File: src/rtl/static_pointer_pkg.sv
// static_pointer_pkg: shared constants and command type for the static pointer.
//   SP_WIDTH            pointer width
//   SP_*_DEFAULT        default legal window and reset value
//   sp_cmd_e            decoded command, one per cycle
//   decode_cmd()        priority decoder: load > write > inc
package static_pointer_pkg;

    localparam int unsigned SP_WIDTH = 16;

    localparam logic [SP_WIDTH-1:0] SP_BASE_DEFAULT  = 16'h2800;
    localparam logic [SP_WIDTH-1:0] SP_LIMIT_DEFAULT = 16'h2FFF;
    localparam logic [SP_WIDTH-1:0] SP_RESET_DEFAULT = 16'h2800;

    typedef enum logic [1:0] {
        CMD_NONE,
        CMD_LOAD,
        CMD_WRITE,
        CMD_INC
    } sp_cmd_e;

    // Only the highest-priority asserted command survives decoding.
    function automatic sp_cmd_e decode_cmd(input logic load, input logic write,
                                           input logic inc);
        sp_cmd_e cmd;
        if (load) begin
            cmd = CMD_LOAD;
        end else if (write) begin
            cmd = CMD_WRITE;
        end else if (inc) begin
            cmd = CMD_INC;
        end else begin
            cmd = CMD_NONE;
        end
        return cmd;
    endfunction

endpackage

File: src/rtl/static_pointer_range_check.sv
// sp_range_check: unsigned inclusive window comparator.
//   value     value under test
//   base      lowest legal value
//   limit     highest legal value
//   in_range  1 when base <= value <= limit
module sp_range_check
    import static_pointer_pkg::*;
#(
    parameter int unsigned WIDTH = SP_WIDTH
) (
    input  logic [WIDTH-1:0] value,
    input  logic [WIDTH-1:0] base,
    input  logic [WIDTH-1:0] limit,
    output logic             in_range
);

    assign in_range = (value >= base) && (value <= limit);

endmodule

File: src/rtl/static_pointer.sv
// static_pointer: 16-bit pointer register with load, range-checked write and increment.
//   clk            rising-edge clock
//   reset          asynchronous active-high reset, pointer -> SP_RESET
//   load_sp        unchecked load of sp_data_in
//   inc_sp         pointer + 1, wraps at 2^16
//   write_sp       range-checked load of sp_data_in
//   sp_data_in     load/write data
//   sp_data_out    registered pointer value
//   invalid_write  registered: the previous cycle's write_sp was rejected
// Build option: define STATIC_POINTER_RANGE_CHECK_EN to enable the write range
// check; without it write_sp acts as load_sp and invalid_write is tied low.
module static_pointer
    import static_pointer_pkg::*;
#(
    parameter logic [SP_WIDTH-1:0] SP_BASE  = SP_BASE_DEFAULT,
    parameter logic [SP_WIDTH-1:0] SP_LIMIT = SP_LIMIT_DEFAULT,
    parameter logic [SP_WIDTH-1:0] SP_RESET = SP_RESET_DEFAULT
) (
    input  logic                clk,
    input  logic                reset,
    input  logic                load_sp,
    input  logic                inc_sp,
    input  logic                write_sp,
    input  logic [SP_WIDTH-1:0] sp_data_in,
    output logic [SP_WIDTH-1:0] sp_data_out,
    output logic                invalid_write
);

    sp_cmd_e             cmd;
    logic                write_ok;
    logic [SP_WIDTH-1:0] sp_d, sp_q;

    assign cmd = decode_cmd(load_sp, write_sp, inc_sp);

`ifdef STATIC_POINTER_RANGE_CHECK_EN
    logic in_range;
    logic inv_d, inv_q;

    sp_range_check #(
        .WIDTH(SP_WIDTH)
    ) u_range_check (
        .value   (sp_data_in),
        .base    (SP_BASE),
        .limit   (SP_LIMIT),
        .in_range(in_range)
    );

    assign write_ok = in_range;

    // Any cycle other than a rejected write clears the flag, so it is a one-cycle pulse.
    always_comb begin
        inv_d = (cmd == CMD_WRITE) && !in_range;
    end

    always_ff @(posedge clk or posedge reset) begin
        if (reset) begin
            inv_q <= 1'b0;
        end else begin
            inv_q <= inv_d;
        end
    end

    assign invalid_write = inv_q;
`else
    // Window parameters have no effect in this build.
    logic unused_range;
    assign unused_range  = ^{SP_BASE, SP_LIMIT};
    assign write_ok      = 1'b1;
    assign invalid_write = 1'b0;
`endif

    always_comb begin
        sp_d = sp_q;
        unique case (cmd)
            CMD_LOAD:  sp_d = sp_data_in;
            CMD_WRITE: if (write_ok) sp_d = sp_data_in;
            CMD_INC:   sp_d = sp_q + 1'b1;
            default:   sp_d = sp_q;
        endcase
    end

    always_ff @(posedge clk or posedge reset) begin
        if (reset) begin
            sp_q <= SP_RESET;
        end else begin
            sp_q <= sp_d;
        end
    end

    assign sp_data_out = sp_q;

endmodule

File: config.mk
export PLATFORM = sky130hd
export DESIGN_NAME = static_pointer
export DESIGN_NICKNAME = d
export VERILOG_FILES = /design/src/rtl/static_pointer_pkg.sv /design/src/rtl/static_pointer_range_check.sv /design/src/rtl/static_pointer.sv
export SDC_FILE = /design/constraint.sdc
export NUM_CORES = 1
export LEC_CHECK = 0
export CAP_MARGIN = 20
export CORE_MARGIN = 2
export CORE_UTILIZATION = 37
export CTS_BUF_LIST = sky130_fd_sc_hd__clkbuf_16
export CTS_CLUSTER_DIAMETER = 100
export DETAILED_ROUTE_END_ITERATION = 6
export GPL_TIMING_DRIVEN = 0
export PLACE_DENSITY = 0.72
export REMOVE_ABC_BUFFERS = 1
export SYNTH_ARGS = -nofsm -noshare
export SYNTH_HDL_FRONTEND = slang
export SYNTH_HIERARCHICAL = 1
export SYNTH_SLANG_ARGS = --single-unit
export TNS_END_PERCENT = 5
File: constraint.sdc
create_clock -name clk -period 1.6 [get_ports clk]
set_clock_uncertainty 0.15 [all_clocks]
set_input_delay 0.32 -clock clk [delete_from_list [all_inputs] [get_ports clk]]
set_output_delay 0.32 -clock clk [all_outputs]
set_load 0.05 [all_outputs]
# Word-level counts from Yosys, hierarchy flattened
# Index checks and enable logic that the tools add are counted.
op_classes:
  eq_ne: 3
  reduce_logical: 2
  addsub: 1
  mux: 4
op_table:
  columns: ["op", "n"]
  rows:
  - ["case mux 16 bit (2 select lines)", 1]
  - ["adder 16 x 1 -> 16 bit, second input constant", 1]
  - ["two-way mux 2 bit", 3]
  - ["== test 2 bit, second input constant", 2]
  - ["== test 2 x 1 -> 1 bit, second input constant", 1]
  - ["nonzero test 2 bit", 1]
  - ["OR reduction 2 bit", 1]
totals:
  out_inout_bits: 17
  inputBits: 21
  reg_bits: 16

# Logic depth before layout (Yosys ltp)
# Gate-level depths: netlist of the first run.
logic_depth:
  depth_word: 6
  mapped_depth: 5
  depth_no_buf: 5

# Least setup slack after synthesis of the first run
# Ideal clock, no wire load.
synth_timing:
  path_type: "register to register"
  from: "register sp_q[0], in the netlist sp_data_out[0]"
  to: "register sp_q[12], in the netlist sp_data_out[12]"
  path_stages_with_launch: 6
  arrival_time_ns: 1.674
  required_time_ns: 1.313
  period_less_slack_ns: 1.961
  slack_ns: -0.361
  path_cell_list: "dfrtp_1 -> ha_1 -> nand4_2 -> nor4_1 -> xnor2_1 -> a21oi_1"
synth_between:
  elab_chain_len: 2
synth_rtl:
  columns: ["item", "line_no", "source"]
  rows:
  - ["from (decl)", "static_pointer.sv:31", "logic [SP_WIDTH-1:0] sp_d, sp_q;"]
  - ["from (signal assigned)", "static_pointer.sv:86", "sp_q <= sp_d;"]
  - ["adder 16 x 1 -> 16 bit", "static_pointer.sv:77", "CMD_INC: sp_d = sp_q + 1'b1;"]
  - ["case mux 16 bit (2 select lines)", "static_pointer.sv:74", "unique case (cmd)"]
# No other way between the ends.
# A chain may end at the register's enable or synchronous reset.

# Worst setup path after layout of the first run
layout_timing:
  from: "register sp_q[14], in the netlist sp_data_out[14]"
  to: "output sp_data_out[14]"
layout_rtl:
  columns: ["item", "line_no", "source"]
  rows:
  - ["to (decl)", "static_pointer.sv:25", "output logic [SP_WIDTH-1:0] sp_data_out,"]
# No word-level cell between the ends.

==> results of run 1 <==
logic make-up (layout without fill, tap and decap cells):
kind of cell,Yosys count,after routing,share of synthesized area (%)
and+or+nand+nor,41,41,22.9
muxes,1,1,1.15
adders and majority gates,1,1,1.44
DFF,16,16,46.3
buffers and inverters,7,44,3.45
other,1,1,0.431
xor gates and xnor gates,15,15,15.1
AOI/OAI and AO/OA,16,16,9.21
cell usage in the layout, fill, tap and decap left out:
cell type / count
ha_4: 1
nor4_2: 3
nor2_4: 1
dfstp_2: 2
nor3_1: 3
clkdlybuf4s50_1: 19
nor4_1: 1
mux2i_1: 1
inv_1: 3
xnor2_1: 12
dfrtp_1: 10
dfrtp_2: 4
clkdlybuf4s15_2: 9
clkbuf_2: 4
clkbuf_16: 3
nor4_4: 1
nor2_1: 19
nand4_1: 3
nand4_4: 2
buf_2: 3
conb_1: 1
buf_8: 1
dlygate4sd2_1: 1
nand2_1: 5
a21oi_1: 16
buf_4: 1
nand3_1: 2
xor2_1: 3
nand3_2: 1
through the flow:
step	setup WS (ns)	TNS (ns)	instances	area, µm²
2_1_floorplan	-0.409	-3.63	94	851
3_3_place_gp	-0.984	-17.27	158	1250
3_5_place_dp	-0.575	-6.51	159	1260
4_1_cts	-0.167	-0.725	162	1360
5_1_grt	-0.0789	-0.229	163	1400
6_report	-0.0295	-0.0295	163	1400
timing repair:
action	in CTS	in global routing
cloned	0	0
buffers inserted	0	1
gates resized for setup	49	21
endpoints found under the setup margin	26	16
pin swaps	0	3
layout make-up:
type / count / area [µm²]
Timing Repair Buffer: 38 / 358
Tap cell: 28 / 35.0
Multi-Input combinational cell: 75 / 513
Clock buffer: 3 / 75.1
Fill cell: 207 / 812
Sequential cell: 16 / 408
Inverter: 3 / 11.3
layer usage:
layer  GRT usage [%]  vias up  wire length (µm)
met1            22.5      384               926
li1                -      415                 -
met4            6.41        0                22
met3            3.43        3               108
met2            24.4       23              1080
met5               0        -                 0
report_power, final:
group	total [mW]	leakage, nW	switching, mW	internal [mW]
sequential	0.504	0.177	0.0571	0.447
combinational	0.379	0.317	0.236	0.143
clock	0.480	0.0370	0.152	0.328
total	1.36	0.531	0.445	0.918
how the worst max path moves through the flow:
| stage | cells past startpoint | to | slack, ns |
|---|---|---|---|
| 4_1_cts | 5 | sp_data_out[14]$_DFFE_PP0P_ | -0.17 |
| 3_5_place_dp | 5 | sp_data_out[15]$_DFFE_PP0P_ | -0.57 |
| 2_1_floorplan | 5 | sp_data_out[12]$_DFFE_PP0P_ | -0.41 |
| 5_1_grt | 5 | sp_data_out[14]$_DFFE_PP0P_ | -0.08 |
| 3_3_place_gp | 3 | sp_data_out[15]$_DFFE_PP0P_ | -0.98 |
| 6_report | 1 | sp_data_out[14] | -0.03 |
==> impl_metrics.py, run 1 <==
metrics = {
    "cts": {
        "cts_hold_buf": 0,
        "cts_buffer_depth": 2,
        "h-tree-depth": 1,
        "clock_latency_ns": 0.25,
        "cts_buffers": 3,
        "cts-root-buf": "clkbuf_16",
        "cts_tree": "built",
        "clk_pin_slew_ns": 0.05,
        "clock-sinks": 16,
    },
    "cells_and_area": {
        "drive_above_1_share_pct": 26.7,
        "nNetsFinal": 159,
        "num_antenna_cells": 0,
        "largest_reg_flops": 16,
        "area_delta_synth_final_pct": 61.0,
        "postLayoutCoreUtil_pct": 63.3,
    },
    "timing": {
        "max_slew_margin_pct": 58.6,
        "worst_slack_ns": -0.0295,
        "fin_crit_ns": 1.63,
        "hold_violations": 0,
        "rsz0062_at_grt": "yes",
        "fin_crit_sh_pct": 102,
        "tightest_slew_ns": 0.621,
        "whs_ns": 0.305,
        "max_freq_mhz": 614,
        "slew_viol_final": 0,
        "setup_viol_count_final": 1,
    },
    "outcome": {
        "status": "finished with violations",
        "violations": "negative setup slack",
    },
    "logic_synthesis": {
        "synth_area_um2": 870,
        "syn_inst": 98,
        "yosysSeqAreaShare_pct": 46.3,
        "synth_edf_count": 0,
        "synth.avg_cell_area_um2": 8.87,
        "synth_area_leaders": "dfrtp_1 (40%), xnor2_1 (12%), a21oi_1 (9.2%)",
        "ys_warn_count": 6,
        "dominantRegCellSynth": "dfrtp_1",
        "synth_seq_cells": 16,
        "ys_async_sr_fraction_pct": 100,
        "synth.largest_area_cell": "dfrtp_1",
        "synth_top_area_share_pct": 40.3,
        "yosys.cell_count.top_type": "nor2_1",
        "synth.top_cells.by_count": "nor2_1 (20), a21oi_1 (16), dfrtp_1 (14)",
        "synth.distinct_cells": 18,
    },
    "global_routing": {
        "grt_pass1_vias": 721,
        "globalRouteTotalUtil_pct": 16.2,
        "antenna_found_initial": 0,
        "grt_overflow": 0,
        "grt_max_degree": 23,
        "grt_pass1_wl_um": 3240,
    },
    "floorplan": {
        "ios": 38,
        "initial_core_util_pct": 39.3,
        "row_count": 17,
        "design.core.area_um2": 2210,
        "dieArea_um2": 2750,
        "die_height_um": 52.5,
        "dieWidth_um": 52.5,
    },
    "worst_hold_path": {
        "min_path_type": "in -> async",
    },
    "detailed_routing": {
        "drtIter0Drc": 16,
        "wl_per_cell_um": 13.1,
        "wl_um": 2140,
        "vias": 825,
        "firstDrtPassIters": 4,
        "drc_errors": 0,
        "ant_nets": 0,
        "via_per_inst": 5.06,
    },
    "setup_path": {
        "cp_max_fo": 3,
        "worstSetupEndpointType": "primary output",
        "critPathLaunchType": "flop",
        "crit_family": "buffers and inverters",
        "cp_slowest_stage_delay_ns": 0.54,
        "r2r-end": "sp_data_out[14]$_DFFE_PP0P_",
        "cp_slowest_cell": "dlygate4sd2_1",
        "startpoint": "sp_data_out[14]$_DFFE_PP0P_",
        "cp.arrival_ns": 1.16,
        "path_buf_inv": 1,
        "r2r_cells": 5,
        "r2r_slack_ns": 0,
        "r2r_start": "sp_data_out[0]$_DFFE_PP0P_",
        "criticalPathCategory": "reg -> out",
        "required_ns": 1.13,
        "critical_path.cell_chain": "dlygate4sd2_1",
    },
    "pwr": {
        "p_per_area_nw_per_um2": 973,
        "vdd_ir_drop_max_uv": 668,
        "p_total_mw": 1.36,
        "p_leak_nw": 0.531,
    },
    "placed_design": {
        "dpl.hpwl_um": 1430,
        "place.port_buffers": 36,
        "place_congestion": 0.760,
    },
    "run": {
        "maxCapViolCount": 0,
    },
}
(Power assumes the default switching activity.)
==> run 2: changes to the inputs <==
- CAP_MARGIN: 20 -> unset
==> results of run 2 <==
No change in the layout: final DEF, timing and power equal those of run 1.
==> edit 1: new RTL, settings of run 1 <==
Build with the macro `STATIC_POINTER_RANGE_CHECK_EN` defined.
--- a/src/rtl/static_pointer.sv
+++ b/src/rtl/static_pointer.sv
@@ -9,6 +9,8 @@
 //   invalid_write  registered: the previous cycle's write_sp was rejected
 // Build option: define STATIC_POINTER_RANGE_CHECK_EN to enable the write range
 // check; without it write_sp acts as load_sp and invalid_write is tied low.
+`define STATIC_POINTER_RANGE_CHECK_EN
+
 module static_pointer
     import static_pointer_pkg::*;
 #(
Function: changed (a bounded check fails within 4 cycles, from zero or initial values and one cycle with reset high).
==> edit 1 against run 1 <==
- the flow still finishes with violations (setup timing)
- first-iteration DRC count rose to 10 times the old value
- global-route usage up 5.3 points
- highest routed layer unchanged
- via count increased by 140%
- synthesized area increased by 110%
- routed wire length grew to 2.6 times the old value
- synthesized cell count increased by 130%
- setup slack lost 610 ps
- design area rose by 100%
- power is 47% higher
- maximum frequency is 27% lower
- combinational power is 140% higher
- sequential cell count is 1 higher
- critical path type is now primary input to flop
- die area up 100%
- critical path depth grew 11
==> edit 1: results (changes against run 1) <==
Critical Path Source Type=primary input; cell at the slowest stage of the critical path=a2111o_1; pin count of the biggest net entering global routing=25 (+8.7%); final WL=5660 microns (+160%); Post-synth top cells=inv_1, ha_1, nand2_1; Multi-input gate area=0.00173 sq mm (+240%); # setup viols final=17 (+16); total power=2.00 mW (+47%); via count=1993 (+140%); Crit Path Max Fanout=6 (+3); Seq pwr share=0.292 (-0.078); Logic inverters=35 (+32); Mean Syn Cell Area=8.08 sq um (-9.0%); fin worst setup slack=-636 ps (-607 ps); Setup TNS=-10020 ps (-9990 ps); global-route wire length before repair=9150 microns (+180%); length of routed met3 wiring=415 microns (+280%); Multi-Input Combinational=204 (+170%); FFs & Latches=17 (+1); WHS=140 ps (-165 ps); outcome=finished, violations left; number of DRC markers in iteration 0=167 (+151); post-synthesis compound-gate area fraction=0.212 (+0.120); GRT met1 Usage=0.274 (+0.0496); failing checks=setup timing; RePlAce Congestion=0.795 (+4.6%); clock network power=523 uW (+9.0%); clock tree cell share of total cell area=0.0281 (-0.0255); XOR/XNOR share of the synthesized area=0 (-0.151); First-pass DRT Iterations=5 (+1); Seq/Total Area, Yosys=0.231 (-0.232); worst reg-to-reg setup slack=-330 ps (-330 ps); DP HPWL=3570 microns (+150%); PortBufs=37 (+2.8%); crit path from=sp_data_in[0]; Synth area leaders=ha_1, dfrtp_1, inv_1
-- edit 1: cell count changes after synthesis, sizes merged, moves of 5 or more --
cell | run 1 | this run
inv | 3 | 35
o311ai | 0 | 5
nand3 | 3 | 11
nor2 | 20 | 9
o21ai | 0 | 18
ha | 1 | 33
nand4 | 5 | 10
nand2 | 5 | 20
xnor2 | 12 | 0
-- edit 1: repair_timing --
| item | in CTS | in global routing |
|---|---|---|
| cloned | 4 | 0 |
| gates resized for setup | 178 | 27 |
| pin swaps | 45 | 15 |
| buffers inserted | 5 | 2 |
| setup endpoints to repair | 34 | 23 |
| endpoints found under the hold margin | 0 | 0 |
-- edit 1: logic make-up after synthesis --
logic type | count (synthesis)
AOI/OAI and AO/OA | 61
DFF | 17
adders and majority gates | 33
buffers and inverters | 42
and+or+nand+nor | 73
muxes | 1
other | 2
==> edit 2: new RTL, config.mk and constraints of run 1 <==
Without the edit above. Add an input register stage for `load_sp`, `inc_sp` and `write_sp`, without a reset; this delays them by one clock. The other inputs are not delayed to match. Comments in the files are not updated.
--- a/src/rtl/static_pointer.sv
+++ b/src/rtl/static_pointer.sv
@@ -26,11 +26,21 @@
     output logic                invalid_write
 );
 
+    logic load_sp_q;
+    logic inc_sp_q;
+    logic write_sp_q;
+
+    always_ff @(posedge clk) begin
+        load_sp_q  <= load_sp;
+        inc_sp_q   <= inc_sp;
+        write_sp_q <= write_sp;
+    end
+
     sp_cmd_e             cmd;
     logic                write_ok;
     logic [SP_WIDTH-1:0] sp_d, sp_q;
 
-    assign cmd = decode_cmd(load_sp, write_sp, inc_sp);
+    assign cmd = decode_cmd(load_sp_q, write_sp_q, inc_sp_q);
 
 `ifdef STATIC_POINTER_RANGE_CHECK_EN
     logic in_range;
Function: changed (a bounded check fails within 4 cycles, from zero or initial values and one cycle with reset high).
==> edit 2 against run 1 <==
- the flow still finishes with violations (setup timing)
- power increased by 10%
- routed wire length increased by 18%
- setup slack got worse by 21 ps
- design area increased by 9.6%
- critical path depth increased by 3
- first-iteration DRC count decreased by 38%
- global-route usage increased by 0.86 points
- synthesized area increased by 6.9%
- sequential cell count increased by 3
- largest power group unchanged
==> edit 2: results (changes against run 1) <==
outcome=finished, violations left; failing checks=setup timing; fin worst setup slack=-50.1 ps (-20.6 ps); fin nets=167 (+5.0%); Vias per Instance=5.10 (+0.72%); Max IR drop VDD=0.000613 V (-8.2%); global-route wire length before repair=3460 microns (+7.0%); pin count of the biggest net entering global routing=18 (-22%); Synth area leaders=dfrtp_1, xnor2_1, a21oi_1; Async S/R FF share, synth=0.842 (-0.158); # setup viols final=1 (unchanged); Post-Place Cell Area=0.00133 sq mm (+5.0%); crit-path leading delay family=simple AND/OR/NAND/NOR gates; cell at the slowest stage of the critical path=dfstp_2; filler cell count=211 (+1.9%); DP HPWL=1570 microns (+9.7%); All-Layer GR Usage=0.170 (+0.00858); share of cells above drive strength 1=0.319 (+0.0528); Seq/Total Area, Yosys=0.498 (+0.0347); number of DRC markers in iteration 0=10 (-6); Slew Limit Headroom=0.600 (+0.0142); Ant. Diodes=0 (unchanged); vias in the first global route=739 (+2.5%); Pleak=0.583 nW (+9.9%); Yosys cell types=19 (+1); max reg flops=16 (unchanged); data arrival time of the worst path=1620 ps (+460 ps); RePlAce Congestion=0.784 (+3.1%); Worst path max stage delay=550 ps; WL per Instance=14.5 microns (+10%)
==> edit 2: cell types whose count changed after synthesis <==
cell and delta:
dfxtp_1 +3
==> edit 2: logic make-up (layout without fill, tap and decap cells) <==
family,after synthesis,count (layout),share of synthesized area
AO/OA/AOI/OAI,16,16,0.0861
XOR/XNOR,15,15,0.141
adder cells (fa/ha/maj),1,1,0.0135
buffers and inverters,7,50,0.0323
flip-flops,19,19,0.498
multiplexers,1,1,0.0108
other,1,1,0.00403
AND/OR/NAND/NOR,41,41,0.214
==> edit 2: layout make-up <==
cell class	count	share of cell area
clock inverter	1	0.00326
clock buffer	3	0.0489
multi-input combinational	75	0.338
tap	30	0.0245
inverter	3	0.00734
timing repair buffer	43	0.271
sequential	19	0.308
==> edit 2: worst register-to-register path, stage by stage (launching register included) <==
cell and delay (ps):
dfstp_2 550, nand4_1 190, nor4_2 380, xnor2_1 160, a21oi_1 90
==> edit 2: power breakdown <==
group	switching (mW)	leakage, nW	internal (mW)
clock	0.174	0.0409	0.335
sequential	0.0642	0.200	0.526
combinational	0.241	0.343	0.160
==> edit 2: worst paths after layout <==
check	slack, ps	cells past startpoint	start	to
min reg2reg	450	3	load_sp_q	sp_data_out[11]
min	290	2	reset	sp_data_out[6]
max	-50	4	sp_data_out[11]	sp_data_out[15]
min in group clk	360	1	load_sp	load_sp_q
max reg2reg	-50	4	sp_data_out[11]	sp_data_out[15]
max in group asynchronous	580	2	reset	sp_data_out[4]
==> edit 2: repair_timing <==
item / in CTS / in global routing
setup endpoints to repair: 23 / 14
pin swaps: 1 / 6
hold buffers: 0 / 0
gates resized for setup: 61 / 14
setup buffers: 0 / 6
==> edit 2: per-stage QoR <==
step                       util  total power [mW]  setup TNS, ps  worst slack [ps]  std cells
final                     0.631              1.50          -50.1             -50.1        174
after global routing      0.631              1.56           -116             -65.0        174
after CTS                 0.595              1.48           -329             -89.7        168
after detailed placement  0.545             0.962          -2130              -234        164
after global placement    0.538             0.949          -9900              -526        163
after floorplan               -             0.808          -3360              -409         97
==> edit 2: layer usage <==
layer / up-vias / part of all wire / track usage / routed length (microns)
met5: - / 0 / 0 / 0
met4: 0 / 0.019 / 0.0917 / 48
met3: 5 / 0.048 / 0.0333 / 120
met2: 34 / 0.55 / 0.299 / 1380
met1: 421 / 0.39 / 0.192 / 971
li1: 427 / - / - / -
